[config.mk]
export PLATFORM = sky130hd
export DESIGN_NAME = id_ex_stage
export DESIGN_NICKNAME = d
export VERILOG_FILES = /design/src/rtl/id_ex_stage.sv
export SDC_FILE = /design/constraint.sdc
export NUM_CORES = 1
export LEC_CHECK = 0
export BUFFER_PORTS_ARGS = -buffer_cell sky130_fd_sc_hd__buf_2
export CAP_MARGIN = 0
export CORE_AREA = 2 2 123 125
export CTS_CLUSTER_SIZE = 10
export DETAILED_ROUTE_END_ITERATION = 6
export DIE_AREA = 0 0 125 127
export HOLD_SLACK_MARGIN = 0.05
export PLACE_DENSITY = 0.62
export SYNTH_ARGS = -nofsm -noshare
export SYNTH_HDL_FRONTEND = slang
export SYNTH_SLANG_ARGS = --single-unit
[constraint.sdc]
create_clock -name clk -period 2.5 [get_ports clk]
set_clock_uncertainty 0.2 [all_clocks]
set_input_delay 0.5 -clock clk [delete_from_list [all_inputs] [get_ports clk]]
set_output_delay 0.5 -clock clk [all_outputs]
set_load 0.005 [all_outputs]
[src/rtl/id_ex_stage.sv]
// ID/EX pipeline register with load-use hazard detection, bubble insertion
// and a saturating count of inserted hazard bubbles.
module id_ex_stage #(
  parameter int DW = 32,
  parameter int CW = 8
) (
  input  logic          clk,
  input  logic          rst,
  input  logic [1:0]    ctlwb_in,
  input  logic [2:0]    ctlm_in,
  input  logic [3:0]    ctlex_in,
  input  logic [DW-1:0] npc_in,
  input  logic [DW-1:0] rdata1_in,
  input  logic [DW-1:0] rdata2_in,
  input  logic [DW-1:0] signext_in,
  input  logic [4:0]    rt_in,
  input  logic [4:0]    rd_in,
  input  logic [4:0]    ifid_rs,
  input  logic [4:0]    ifid_rt,
  input  logic          flush,
  output logic [1:0]    wb_out,
  output logic [2:0]    m_out,
  output logic [3:0]    ex_out,
  output logic [DW-1:0] npc_out,
  output logic [DW-1:0] rdata1_out,
  output logic [DW-1:0] rdata2_out,
  output logic [DW-1:0] signext_out,
  output logic [4:0]    rt_out,
  output logic [4:0]    rd_out,
  output logic          valid_out,
  output logic          stall_out,
  output logic [CW-1:0] stall_count
);

  localparam logic [CW-1:0] CNT_MAX = '1;

  // Initialisers give a zero power-up state in simulation; rst clears them in hardware.
  logic [1:0]    wb_q      = '0;
  logic [2:0]    m_q       = '0;
  logic [3:0]    ex_q      = '0;
  logic [DW-1:0] npc_q     = '0;
  logic [DW-1:0] rdata1_q  = '0;
  logic [DW-1:0] rdata2_q  = '0;
  logic [DW-1:0] signext_q = '0;
  logic [4:0]    rt_q      = '0;
  logic [4:0]    rd_q      = '0;
  logic          valid_q   = 1'b0;
  logic [CW-1:0] count_q   = '0;
  logic          hazard;

  // A load in EX whose destination is read by the instruction in IF/ID.
  assign hazard = valid_q & m_q[1] & (rt_q != 5'd0) &
                  ((rt_q == ifid_rs) | (rt_q == ifid_rt));

  always_ff @(posedge clk) begin
    if (rst) begin
      wb_q      <= '0;
      m_q       <= '0;
      ex_q      <= '0;
      npc_q     <= '0;
      rdata1_q  <= '0;
      rdata2_q  <= '0;
      signext_q <= '0;
      rt_q      <= '0;
      rd_q      <= '0;
      valid_q   <= 1'b0;
      count_q   <= '0;
    end else begin
      npc_q     <= npc_in;
      rdata1_q  <= rdata1_in;
      rdata2_q  <= rdata2_in;
      signext_q <= signext_in;
      rt_q      <= rt_in;
      rd_q      <= rd_in;
      if (flush || hazard) begin
        wb_q    <= '0;
        m_q     <= '0;
        ex_q    <= '0;
        valid_q <= 1'b0;
      end else begin
        wb_q    <= ctlwb_in;
        m_q     <= ctlm_in;
        ex_q    <= ctlex_in;
        valid_q <= 1'b1;
      end
      // A flush already squashes the slot, so only pure hazard bubbles are counted.
      if (hazard && !flush && (count_q != CNT_MAX)) begin
        count_q <= count_q + 1'b1;
      end
    end
  end

  assign wb_out      = wb_q;
  assign m_out       = m_q;
  assign ex_out      = ex_q;
  assign npc_out     = npc_q;
  assign rdata1_out  = rdata1_q;
  assign rdata2_out  = rdata2_q;
  assign signext_out = signext_q;
  assign rt_out      = rt_q;
  assign rd_out      = rd_q;
  assign valid_out   = valid_q;
  assign stall_out   = hazard;
  assign stall_count = count_q;

endmodule

# == After elaboration in Yosys (flattened, before gate mapping) ==
# Index checks and enable logic that the tools add are counted.
# totals
regBits,156
input_bits,160
latchBits,0
memories,0
rom_bits,0
ram_bits,0
# classes
n_shift,0
n_addsub,1
reduce_logical,6
magnitude_cmp,0
mux,1
bitwise_logic,4
n_div,0
n_eq_ne,3
mul,0
# op_table
cell,count
5-bit == test,2
8-bit by 1-bit adder with 8-bit output (second input constant),1
8-bit inequality test (second input constant),1
5-bit nonzero test,1
1-bit bitwise AND,3
1-bit logical AND,2
2-bit OR reduction,1
1-bit zero test,1
1-bit logical OR,1
1-bit two-way mux,1
1-bit bitwise OR,1

# == Depth between registers and ports, before layout ==
# Gate-level depths: netlist of run 1.
# depth
depth_word,5
mapped_depth,6

# == Worst setup path after synthesis of run 1 ==
# No wires, ideal clock.
# synth_path
path_kind,input-to-reg
startpoint,input ifid_rt[3]
endpoint,register count_q[3] (netlist: stall_count[3])
path_stages,6
setup_slack_ns,0.553
t_arrival_ns,1.626
setup_time_ns,0.121
path_cell_list,xor2_1 > nor3_1 > a22oi_1 > buf_2 > nor3_1 > mux2_2
# synth_via
elab_chain_len,5
# synth_rtl
element,line,source
"start, declared",19,"input logic [4:0] ifid_rt,"
5-bit == test,53,((rt_q == ifid_rs) | (rt_q == ifid_rt));
1-bit bitwise OR,53,
1-bit bitwise AND,52,assign hazard = valid_q & m_q[1] & (rt_q != 5'd0) &
1-bit logical AND (2 in a row),87,if (hazard && !flush && (count_q != CNT_MAX)) begin
"end signal, assigned",88,count_q <= count_q + 1'b1;
"end, declared",48,logic [CW-1:0] count_q = '0;
# No other way between the ends.
# A chain may end at the register's enable or synchronous reset.

# == Final worst setup path of run 1 ==
# layout_path
startpoint,register rt_q[1] (netlist: rt_out[1])
endpoint,output stall_out
# layout_via
elab_chain_len,3
word_cells_on_any_way,6
cone_classes,eq/ne: 2; bitwise: 3; reduce/logical: 1
# layout_rtl
element,line,source
"start, declared",45,logic [4:0] rt_q = '0;
"start signal, assigned",73,rt_q <= rt_in;
5-bit == test or 5-bit nonzero test (tied branches),"53, 52",
1-bit bitwise OR or 1-bit bitwise AND (tied branches),"53, 52",
1-bit bitwise AND (*),52,
"end, declared",31,"output logic stall_out,"
# Every way passes the cells marked *; elsewhere a longest branch is shown, timed or not.

==> run metrics, run 1 <==
number of synthesized flops with an enable pin 0; HP Class input port to register; DRC 0; max_cap viols 0; mapped cell area between 4000 and 5000 µm²; CTS tree done; die width ~130 µm; final setup vio count 0; min Tclk post-route 2.39 ns; full die area around 16000 µm²; switching share of total power 0.208; PD cells between 800 and 900 nW/µm²; Max clock buf depth 2; via count 3695; dominant cells by area after synthesis dfxtp_1 69%, nor2b_1 19%, xor2_1 1.9%, and2_1 1.2%, clkbuf_1 1.2%; measured slew at the worst slew-check pin between 0.4 and 0.5 ns; Yosys Warn Count 0; final worst-path cycle share 0.958; status completed; CTS Sinks ~160; clock power share 0.455; Final nets between 800 and 900; Die Span Y around 130 µm; sequential power share 0.471; # IOs 317; DRT iter0 DRCs 97; Finished Core Util 0.480; Synth Register Bits around 160; most frequent cells in the layout 315 x buf_2, 156 x dfxtp_1, 140 x nor2b_1; Vias per Instance a little over 4; Setup Slack @ Placement -0.0287 ns; ANT nets after route 0; HPWL after DPL 9.23 mm; post-synthesis sequential area ratio 0.689; worst endpoint data arrival time around 1.7 ns; largest net degree at the start of global routing 70; Mapped Avg Cell Area around 12 µm²; Syn Nets around 540; Clk Latency, worst-skew pair 0.40 ns; most common cell after layout, fill and taps aside buf_2; Max-slew headroom 0.669; Post-Syn Instances between 300 and 400; Distinct cells, synth 28; PortBufs 316; Inserted Clock Buffers 17; WL/cell about 13 µm; Sw Pwr between 1000 and 1500 µW; Synth top area share 0.689; gr usage total 0.146; cell taking the most area after synthesis dfxtp_1; peak supply drop ~0.45 mV; Clock transition at path regs 0.06 ns; Fmax approximately 420 MHz; first-pass GRT wire length around 18 mm; number of global-route vias before repair between 3000 and 4000; Worst EP required between 1.5 and 2 ns; Rows 44; CTS Hold Bufs 0; Main synth FF type dfxtp_1; clock tree root buffer cell clkbuf_16; final hold vios 0; Pleak roughly 0.0035 µW; total gr overflow 0; initial antenna violation count 3; Core Box Area 14400 µm²; RSZ-0062 raised after global routing false; Post-synth ARST share 0; Total Wirelength around 12 mm; Pre-antenna DRT Iters 4; starting density of the core 0.314; Area growth, synth to finish 52.6%; CP Class register to output port; global placement routability congestion 0.807; share of cells above drive strength 1 0.495; combinational power share 0.074; crit path capture type output port; CP Launch Type register; Int Power ~4400 µW; setup slack after layout approximately 0.11 ns; htree depth 4; largest fanout on the critical path 4; Pins Over Slew Limit 0
[synthesized netlist by cell type, drive strengths merged, types with 2 or more instances]
master	number
and2	9
nor2b	140
nand2b	2
mux2	3
o21ai	2
clkbuf	15
dfxtp	156
o31ai	2
or3	3
nand3	3
nand3b	2
inv	3
nor3	4
or4	4
a21oi	5
nor2	9
buf	3
xor2	10
[routing by layer]
layer  vias up  track usage  routed length (µm)
met5         -            0                  26
li1       1841            -                   -
met4         4       0.0569                 165
met1      1651        0.153                4440
met2       184        0.253                5980
met3        15       0.0716                1230
[flip-flops by register name, indices dropped and copies added (netlist names)]
name	cells
ex_out	4
rd_out	5
m_out	3
wb_out	2
stall_count	8
valid_out	1
signext_out	32
rdata2_out	32
rt_out	5
npc_out	32
rdata1_out	32
[power groups by stage]
stage,clock [µW],combinational [µW],sequential [µW]
global route,2750,461,2660
floorplan,0,129,2720
global placement,0,414,2700
CTS,2640,424,2650
detailed placement,0,420,2700
finish,2560,414,2650
[worst max-delay path, cell delays in order (launching register included)]
cell and delay, ns:
dfxtp_1 0.34, or4_1 0.56, o211ai_2 0.20, nor2_1 0.06, buf_2 0.13
[worst paths after layout]
kind,startpoint,to,slack (ns),depth (start not counted)
max,rt_out[1]$_SDFF_PP0_,stall_out,0.11,4
min,ctlwb_in[0],wb_out[0]$_SDFF_PP0_,0.09,2
max reg2reg,rt_out[2]$_SDFF_PP0_,stall_count[4]$_SDFFE_PP0P_,0.36,6
min reg2reg,stall_count[1]$_SDFFE_PP0P_,stall_count[1]$_SDFFE_PP0P_,0.31,2
[kinds of logic after synthesis]
logic type               synth area share
multiplexers                      0.00966
AO/OA/AOI/OAI                      0.0171
flip-flops                          0.689
buffers and inverters              0.0188
AND/OR/NAND/NOR                     0.244
adder cells (fa/ha/maj)           0.00276
XOR/XNOR                           0.0193
[metrics by stage]
stage	hold slack, ns	power (µW)	setup TNS, ns	instances	cell area (µm²)
6_report	0.0923	5620	0	902	6920
5_1_grt	0.0763	5870	0	901	6920
4_1_cts	0.0666	5710	0	901	6920
3_5_place_dp	0.303	3120	-0.0287	867	6300
3_3_place_gp	0.294	3110	0	867	6300
2_1_floorplan	0.286	2850	0	383	4530
[what timing repair did]
action | in CTS | in global routing
buffers inserted | 2 | 0
gates resized for setup | 1 | 0
pin swaps | 2 | 1
setup endpoints to repair | 1 | 1
[area by class of cell]
type                       count  area [µm²]
antenna                        1        2.50
clock buffer                  21         450
clock inverter                11         144
fill                        1349        7500
inverter                       3        11.3
multi-input combinational    206        1330
sequential                   156        3120
tap                          184         230
timing repair buffer         320        1630
Note: power is estimated with default switching activity, not from simulation.
==> run 2, diff against run 1 <==
==> config.mk (replaced) <==
export PLATFORM = sky130hd
export DESIGN_NAME = id_ex_stage
export DESIGN_NICKNAME = d
export VERILOG_FILES = /design/src/rtl/id_ex_stage.sv
export SDC_FILE = /design/constraint.sdc
export NUM_CORES = 1
export LEC_CHECK = 0
export ABC_AREA = 1
export BUFFER_PORTS_ARGS = -buffer_cell sky130_fd_sc_hd__buf_2
export CAP_MARGIN = 0
export CORE_AREA = 2 2 124 126
export CTS_CLUSTER_SIZE = 10
export DETAILED_ROUTE_END_ITERATION = 6
export DIE_AREA = 0 0 126 128
export HOLD_SLACK_MARGIN = 0.05
export PLACE_DENSITY = 0.63
export SYNTH_ARGS = -nofsm -noshare
export SYNTH_HDL_FRONTEND = slang
export SYNTH_SLANG_ARGS = --single-unit
==> run 2 against run 1 <==
Compared with the run above:
- sequential power hardly changed
- via count increased by 14%
- area after synthesis up 7.0%
- non-clock buffer count shrank 1
- critical endpoint unchanged
- clock power is 3% higher
- worst setup slack improved by 0.096 ns
- cell area increased by 5.1%
- critical path type unchanged
- largest power group unchanged
- global-route usage increased by 0.66 points
- worst hold slack got worse by 0.010 ns
==> run metrics, run 2 <==
status completed; starting density of the core 0.326 (+0.0121); post-synthesis sequential area ratio 0.644 (-0.0451); peak supply drop 0.441 mV (-2.3%); Inserted Clock Buffers 17 (unchanged); Syn Nets 746 (+37%); via count 4201 (+14%); clock tree root buffer cell clkbuf_16; Core Box Area 14900 µm² (+3.1%); CP Launch Type register; most frequent cell after synthesis inv_1; number of global-route vias before repair 3963 (+4.8%); CP cell instances nand2_1, inv_1, nor2_1, nor2_1, nand3_2, nand2_4, nand2_1, inv_1, buf_2; # IOs 317 (unchanged); number of synthesized flops with an enable pin 0 (unchanged); largest fanout on the critical path 7 (+3); Max clock buf depth 2 (unchanged); Post-Syn Instances 585 (+53%); final worst-path cycle share 0.919 (-0.0382); PD cells 789 nW/µm² (-2.7%); commonest cells in the netlist 173 x inv_1, 168 x nor2_1, 156 x dfxtp_1; gr usage total 0.152 (+0.00656); most common cell after layout, fill and taps aside buf_2; cell taking the most area after synthesis dfxtp_1; DRT iter0 DRCs 121 (+25%); share of cells above drive strength 1 0.397 (-0.0984); first-pass GRT wire length 19.2 mm (+6.4%); worst endpoint data arrival time 1.60 ns (-0.09 ns); htree depth 4 (unchanged); dominant cells by area after synthesis dfxtp_1 64%, inv_1 13%, nor2_1 13%, nand2_1 3.1%, clkbuf_1 0.93%; measured slew at the worst slew-check pin 0.374 ns (-0.121 ns); most frequent cells in the layout 315 x buf_2, 173 x inv_1, 168 x nor2_1; Die Span Y 128 µm (+0.79%); combinational power share 0.079 (+0.005); mapped cell area 4850 µm² (+7.0%); Yosys Warn Count 0 (unchanged); full die area 16100 µm² (+1.6%); PortBufs 316 (unchanged); Pre-antenna DRT Iters 4 (unchanged); placed inst area 6650 µm² (+5.6%); # Post-CTS Setup Buffers 0 (-2); HPWL after DPL 9.70 mm (+5.1%); WL/cell 11.2 µm (-14%); final hold vios 0 (unchanged); ANT cells 0 (-1); Synth Register Bits 156 (unchanged); Final nets 1068 (+23%); Pleak 0.00442 µW (+28%); Worst EP required 1.80 ns (about the same); CP peak stage delay 0.42 ns (-0.14 ns); setup slack after layout 0.202 ns (+0.0956 ns); Distinct cells, synth 19 (-32%); Clk Latency, worst-skew pair 0.41 ns (about the same); # resized after CTS 0 (-1); Int Power 4470 µW (+0.53%); max_cap viols 0 (unchanged); Rows 45 (+2.3%); crit path capture type output port; Total Wirelength 12.5 mm (+5.3%); Fmax 435 MHz (+4.2%); Sw Pwr 1270 µW (+8.5%); setup TNS 0 ns (unchanged); CP Class register to output port; HP Class input port to register; sequential power share 0.461 (-0.010); total power 5740 µW (+2.2%); Worst path slowest cell dfxtp_1; FF+latch area 3120 µm² (unchanged); Main synth FF type dfxtp_1; total gr overflow 0 (unchanged); min Tclk post-route 2.30 ns (-0.0956 ns); Synth top area share 0.644 (-0.0451); Setup Slack @ Placement 0.446 ns (+0.475 ns); final setup vio count 0 (unchanged); largest net degree at the start of global routing 56 (-20%); DRC 0 (unchanged); Max-slew headroom 0.750 (+0.0810); Vias per Instance 3.79 (-7.4%); Clock transition at path regs 0.06 ns (about the same); initial antenna violation count 0 (-3); Design Area, Final 7270 µm² (+5.1%); Pins Over Slew Limit 0 (unchanged); Mapped Avg Cell Area 8.29 µm² (-30%); global placement routability congestion 0.805 (-0.33%); Post-synth ARST share 0 (unchanged); Buf/Inv on CP 3 (+2); CTS Hold Bufs 0 (unchanged); clock power share 0.461 (+0.006); Area growth, synth to finish 49.8%; RSZ-0062 raised after global routing false; CP delay by family, top simple AND/OR/NAND/NOR gates; Fillers 1488 (+10%); CTS tree done; ANT nets after route 0 (unchanged); CTS Sinks 156 (unchanged); switching share of total power 0.221 (+0.0128); multi-input logic area 1000 µm² (-25%); die width 126 µm (+0.80%)
## run 2: cell count changes in the layout (fill, tap and decap cells not counted), sizes merged, moves of 9 or more
cell,before,now
nand2,0,41
nor2b,140,0
inv,3,180
and2,9,0
xor2,10,0
nor2,9,171
## run 2: per-stage QoR
step | hold slack, ns | cells | utilization
CTS | 0.0644 | 1108 | 0.489
global placement | 0.344 | 1076 | 0.448
detailed placement | 0.358 | 1076 | 0.448
global route | 0.0586 | 1108 | 0.489
finish | 0.0819 | 1108 | 0.489
floorplan | 0.337 | 585 | -
## run 2: logic make-up (layout without fill, tap and decap cells)
group,Yosys count,count (layout),synth area share
AO/OA/AOI/OAI,5,5,0.00670
XOR/XNOR,2,2,0.00361
AND/OR/NAND/NOR,228,228,0.193
flip-flops,156,156,0.644
buffers and inverters,193,528,0.150
adder cells (fa/ha/maj),1,1,0.00258
## run 2: final timing paths
path                          startpoint                     endpoint  slack [ns]  cells after the start
min                       signext_in[14]   signext_out[14]$_SDFF_PP0_        0.08                      3
max                 rt_out[0]$_SDFF_PP0_                    stall_out        0.20                      9
max reg2reg  stall_count[0]$_SDFFE_PP0P_  stall_count[7]$_SDFFE_PP0P_        0.83                      9
min reg2reg  stall_count[1]$_SDFFE_PP0P_  stall_count[1]$_SDFFE_PP0P_        0.36                      4
## run 2: layout make-up
type | instances | share of cell area
clock inverters | 13 | 0.0224
multi-input cells | 236 | 0.138
clock buffers | 19 | 0.0623
well taps | 188 | 0.0324
flip-flops and latches | 156 | 0.430
inverters | 177 | 0.0914
repair buffers | 319 | 0.224
## run 2: tightest hold or removal path, cell delays in order
cell	delay (ns)
buf_2	0.07
inv_1	0.03
nor2_1	0.06
## run 2: metal layers
metal	vias up	GRT usage	share of wire
met4	0	0.0485	0.0096
met1	1768	0.167	0.40
li1	2254	-	-
met3	9	0.0693	0.095
met2	170	0.264	0.50
met5	-	0	0
## run 2: power by group through the flow
stage	registers, µW	clock network (µW)	logic, µW
2_1_floorplan	2720	0	151
3_3_place_gp	2690	0	456
3_5_place_dp	2700	0	460
4_1_cts	2640	2720	462
5_1_grt	2650	2840	513
6_report	2640	2640	452
==> run 3, diff against run 2 <==
--- a/config.mk
+++ b/config.mk
@@ -8,12 +8,12 @@
 export ABC_AREA = 1
 export BUFFER_PORTS_ARGS = -buffer_cell sky130_fd_sc_hd__buf_2
 export CAP_MARGIN = 0
-export CORE_AREA = 2 2 124 126
+export CORE_AREA = 2 2 125 127
 export CTS_CLUSTER_SIZE = 10
 export DETAILED_ROUTE_END_ITERATION = 6
-export DIE_AREA = 0 0 126 128
+export DIE_AREA = 0 0 127 129
 export HOLD_SLACK_MARGIN = 0.05
-export PLACE_DENSITY = 0.63
+export PLACE_DENSITY = 0.62
 export SYNTH_ARGS = -nofsm -noshare
 export SYNTH_HDL_FRONTEND = slang
 export SYNTH_SLANG_ARGS = --single-unit
==> run 3 against run 2 <==
Compared with the run above:
- wire length fell by 0.89%
- sequential power barely moved
- utilization decreased by 0.82 points
- first-iteration DRC count grew 43%
- clock power fell by 8.0%
- largest power group unchanged
==> run metrics, run 3 (same netlist as run 2, synthesis figures left out) <==
CTS tree done; number of global-route vias before repair 3999 (+0.91%); die width 127 µm (+0.79%); Sw Pwr 1230 µW (-3.0%); clock power share 0.440 (-0.021); htree depth 4 (unchanged); worst hold path depth 3 (unchanged); peak supply drop 0.482 mV (+9.3%); final worst-path cycle share 0.900 (-0.0196); Pre-antenna DRT Iters 4 (unchanged); min Tclk post-route 2.25 ns (-0.0491 ns); most common cell after layout, fill and taps aside buf_2; reg2reg end stall_count[3]$_SDFFE_PP0P_; Int Power 4290 µW (-4.1%); Design Area, Final 7200 µm² (-0.93%); DRC 0 (unchanged); placed inst area 6640 µm² (-0.19%); worst r2r src stall_count[0]$_SDFFE_PP0P_; largest fanout on the critical path 7 (unchanged); max_cap viols 0 (unchanged); Worst Hold End rdata1_out[25]$_SDFF_PP0_; Fmax 445 MHz (+2.2%); worst-case reg-to-reg path depth 9 (unchanged); HPWL after DPL 9.71 mm (+0.11%); crit path capture type output port; total gr overflow 0 (unchanged); gr usage total 0.149 (-0.00367); DRT iter0 DRCs 173 (+43%); switching share of total power 0.223 (+0.00199); Total Wirelength 12.4 mm (-0.89%); Final nets 1068 (unchanged); Worst EP required 1.80 ns (about the same); sequential power share 0.479 (+0.018); global placement routability congestion 0.792 (-1.5%); CP Launch Type register; FF+latch area 3120 µm² (unchanged); setup TNS 0 ns (unchanged); final setup vio count 0 (unchanged); Inserted Clock Buffers 17 (unchanged); Max clock buf depth 2 (unchanged); total power 5520 µW (-3.8%); Worst Hold Launch rdata1_in[25]; share of cells above drive strength 1 0.394 (-0.00283); ANT cells 0 (unchanged); worst endpoint data arrival time 1.55 ns (-0.05 ns); multi-input logic area 1000 µm² (unchanged); WL/cell 11.2 µm (-0.80%); # Post-CTS Setup Buffers 0 (unchanged); CTS Hold Bufs 0 (unchanged); final hold vios 0 (unchanged); measured slew at the worst slew-check pin 0.427 ns (+0.0523 ns); largest net degree at the start of global routing 69 (+23%); Die Span Y 129 µm (+0.78%); # resized after CTS 0 (unchanged); combinational power share 0.081 (+0.002); Vias per Instance 3.86 (+1.7%); status completed; PortBufs 316 (unchanged); first-pass GRT wire length 18.8 mm (-1.8%); Clock transition at path regs 0.06 ns (about the same); initial antenna violation count 2 (+2); Max-slew headroom 0.716 (-0.0349); Pins Over Slew Limit 0 (unchanged); most frequent cells in the layout 315 x buf_2, 173 x inv_1, 168 x nor2_1; ANT nets after route 0 (unchanged); HP Class input port to register; Core Box Area 15000 µm² (+0.76%); CP Class register to output port; CTS Sinks 156 (unchanged); # IOs 317 (unchanged); Pleak 0.00439 µW (-0.62%); PD cells 766 nW/µm² (-2.9%); RSZ-0062 raised after global routing false; Area growth, synth to finish 48.4%; Rows 45 (unchanged); via count 4268 (+1.6%); Clk Latency, worst-skew pair 0.40 ns (about the same); worst reg2reg setup slack 0.83 ns (about the same); full die area 16400 µm² (+1.6%); starting density of the core 0.324 (-0.00245); clock tree root buffer cell clkbuf_16; Fillers 1497 (+0.60%)
==> run 3: cell count changes in the layout (fill, tap and decap cells not counted), sizes merged <==
cell / before / now
clkbuf: 19 / 22
clkinv: 4 / 3
clkinvlp: 3 / 2
bufinv: 3 / 1
==> run 3: stage by stage <==
step,std cells,util,setup WS (ns),hold WS (ns)
floorplan,585,-,0.737,0.337
global placement,1076,0.443,0.480,0.342
detailed placement,1076,0.443,0.482,0.351
CTS,1107,0.481,0.212,0.0664
global route,1107,0.481,0.0723,0.0574
finish,1107,0.481,0.251,0.0859
==> run 3: power by group through the flow <==
stage                     clock network [µW]  registers [µW]  logic, µW
after floorplan                            0            2720        151
after global placement                     0            2700        452
after detailed placement                   0            2700        455
after CTS                               2500            2650        457
after global routing                    2620            2650        506
final                                   2430            2640        446
==> run 3: worst max-delay path, stage by stage, from the launching register on <==
cell     delay (ns)
dfxtp_1        0.42
nor2_1         0.08
nand4_1        0.09
nand3_1        0.07
inv_1          0.20
nand2_1        0.12
inv_1          0.06
buf_2          0.10
==> run 3: worst max path at each step <==
stage | endpoint | start | slack, ns
after CTS | stall_out | rt_out[3]$_SDFF_PP0_ | 0.21
after global placement | stall_out | ifid_rs[4] | 0.48
final | stall_out | rt_out[0]$_SDFF_PP0_ | 0.25
after global routing | stall_out | rt_out[4]$_SDFF_PP0_ | 0.07
after detailed placement | stall_out | ifid_rs[4] | 0.48
after floorplan | stall_out | ifid_rs[4] | 0.74
==> run 3: cell type report <==
cell class,count,share of cell area
multi-input cells,236,0.139
flip-flops and latches,156,0.434
clock buffers,22,0.0658
repair buffers,319,0.225
clock inverters,9,0.0120
well taps,188,0.0327
inverters,177,0.0923
==> run 3: per-layer routing <==
layer | share of wire | GRT usage
met1 | 0.38 | 0.149
met2 | 0.50 | 0.261
met3 | 0.11 | 0.0836
met4 | 0.011 | 0.0530
met5 | 0.00057 | 0
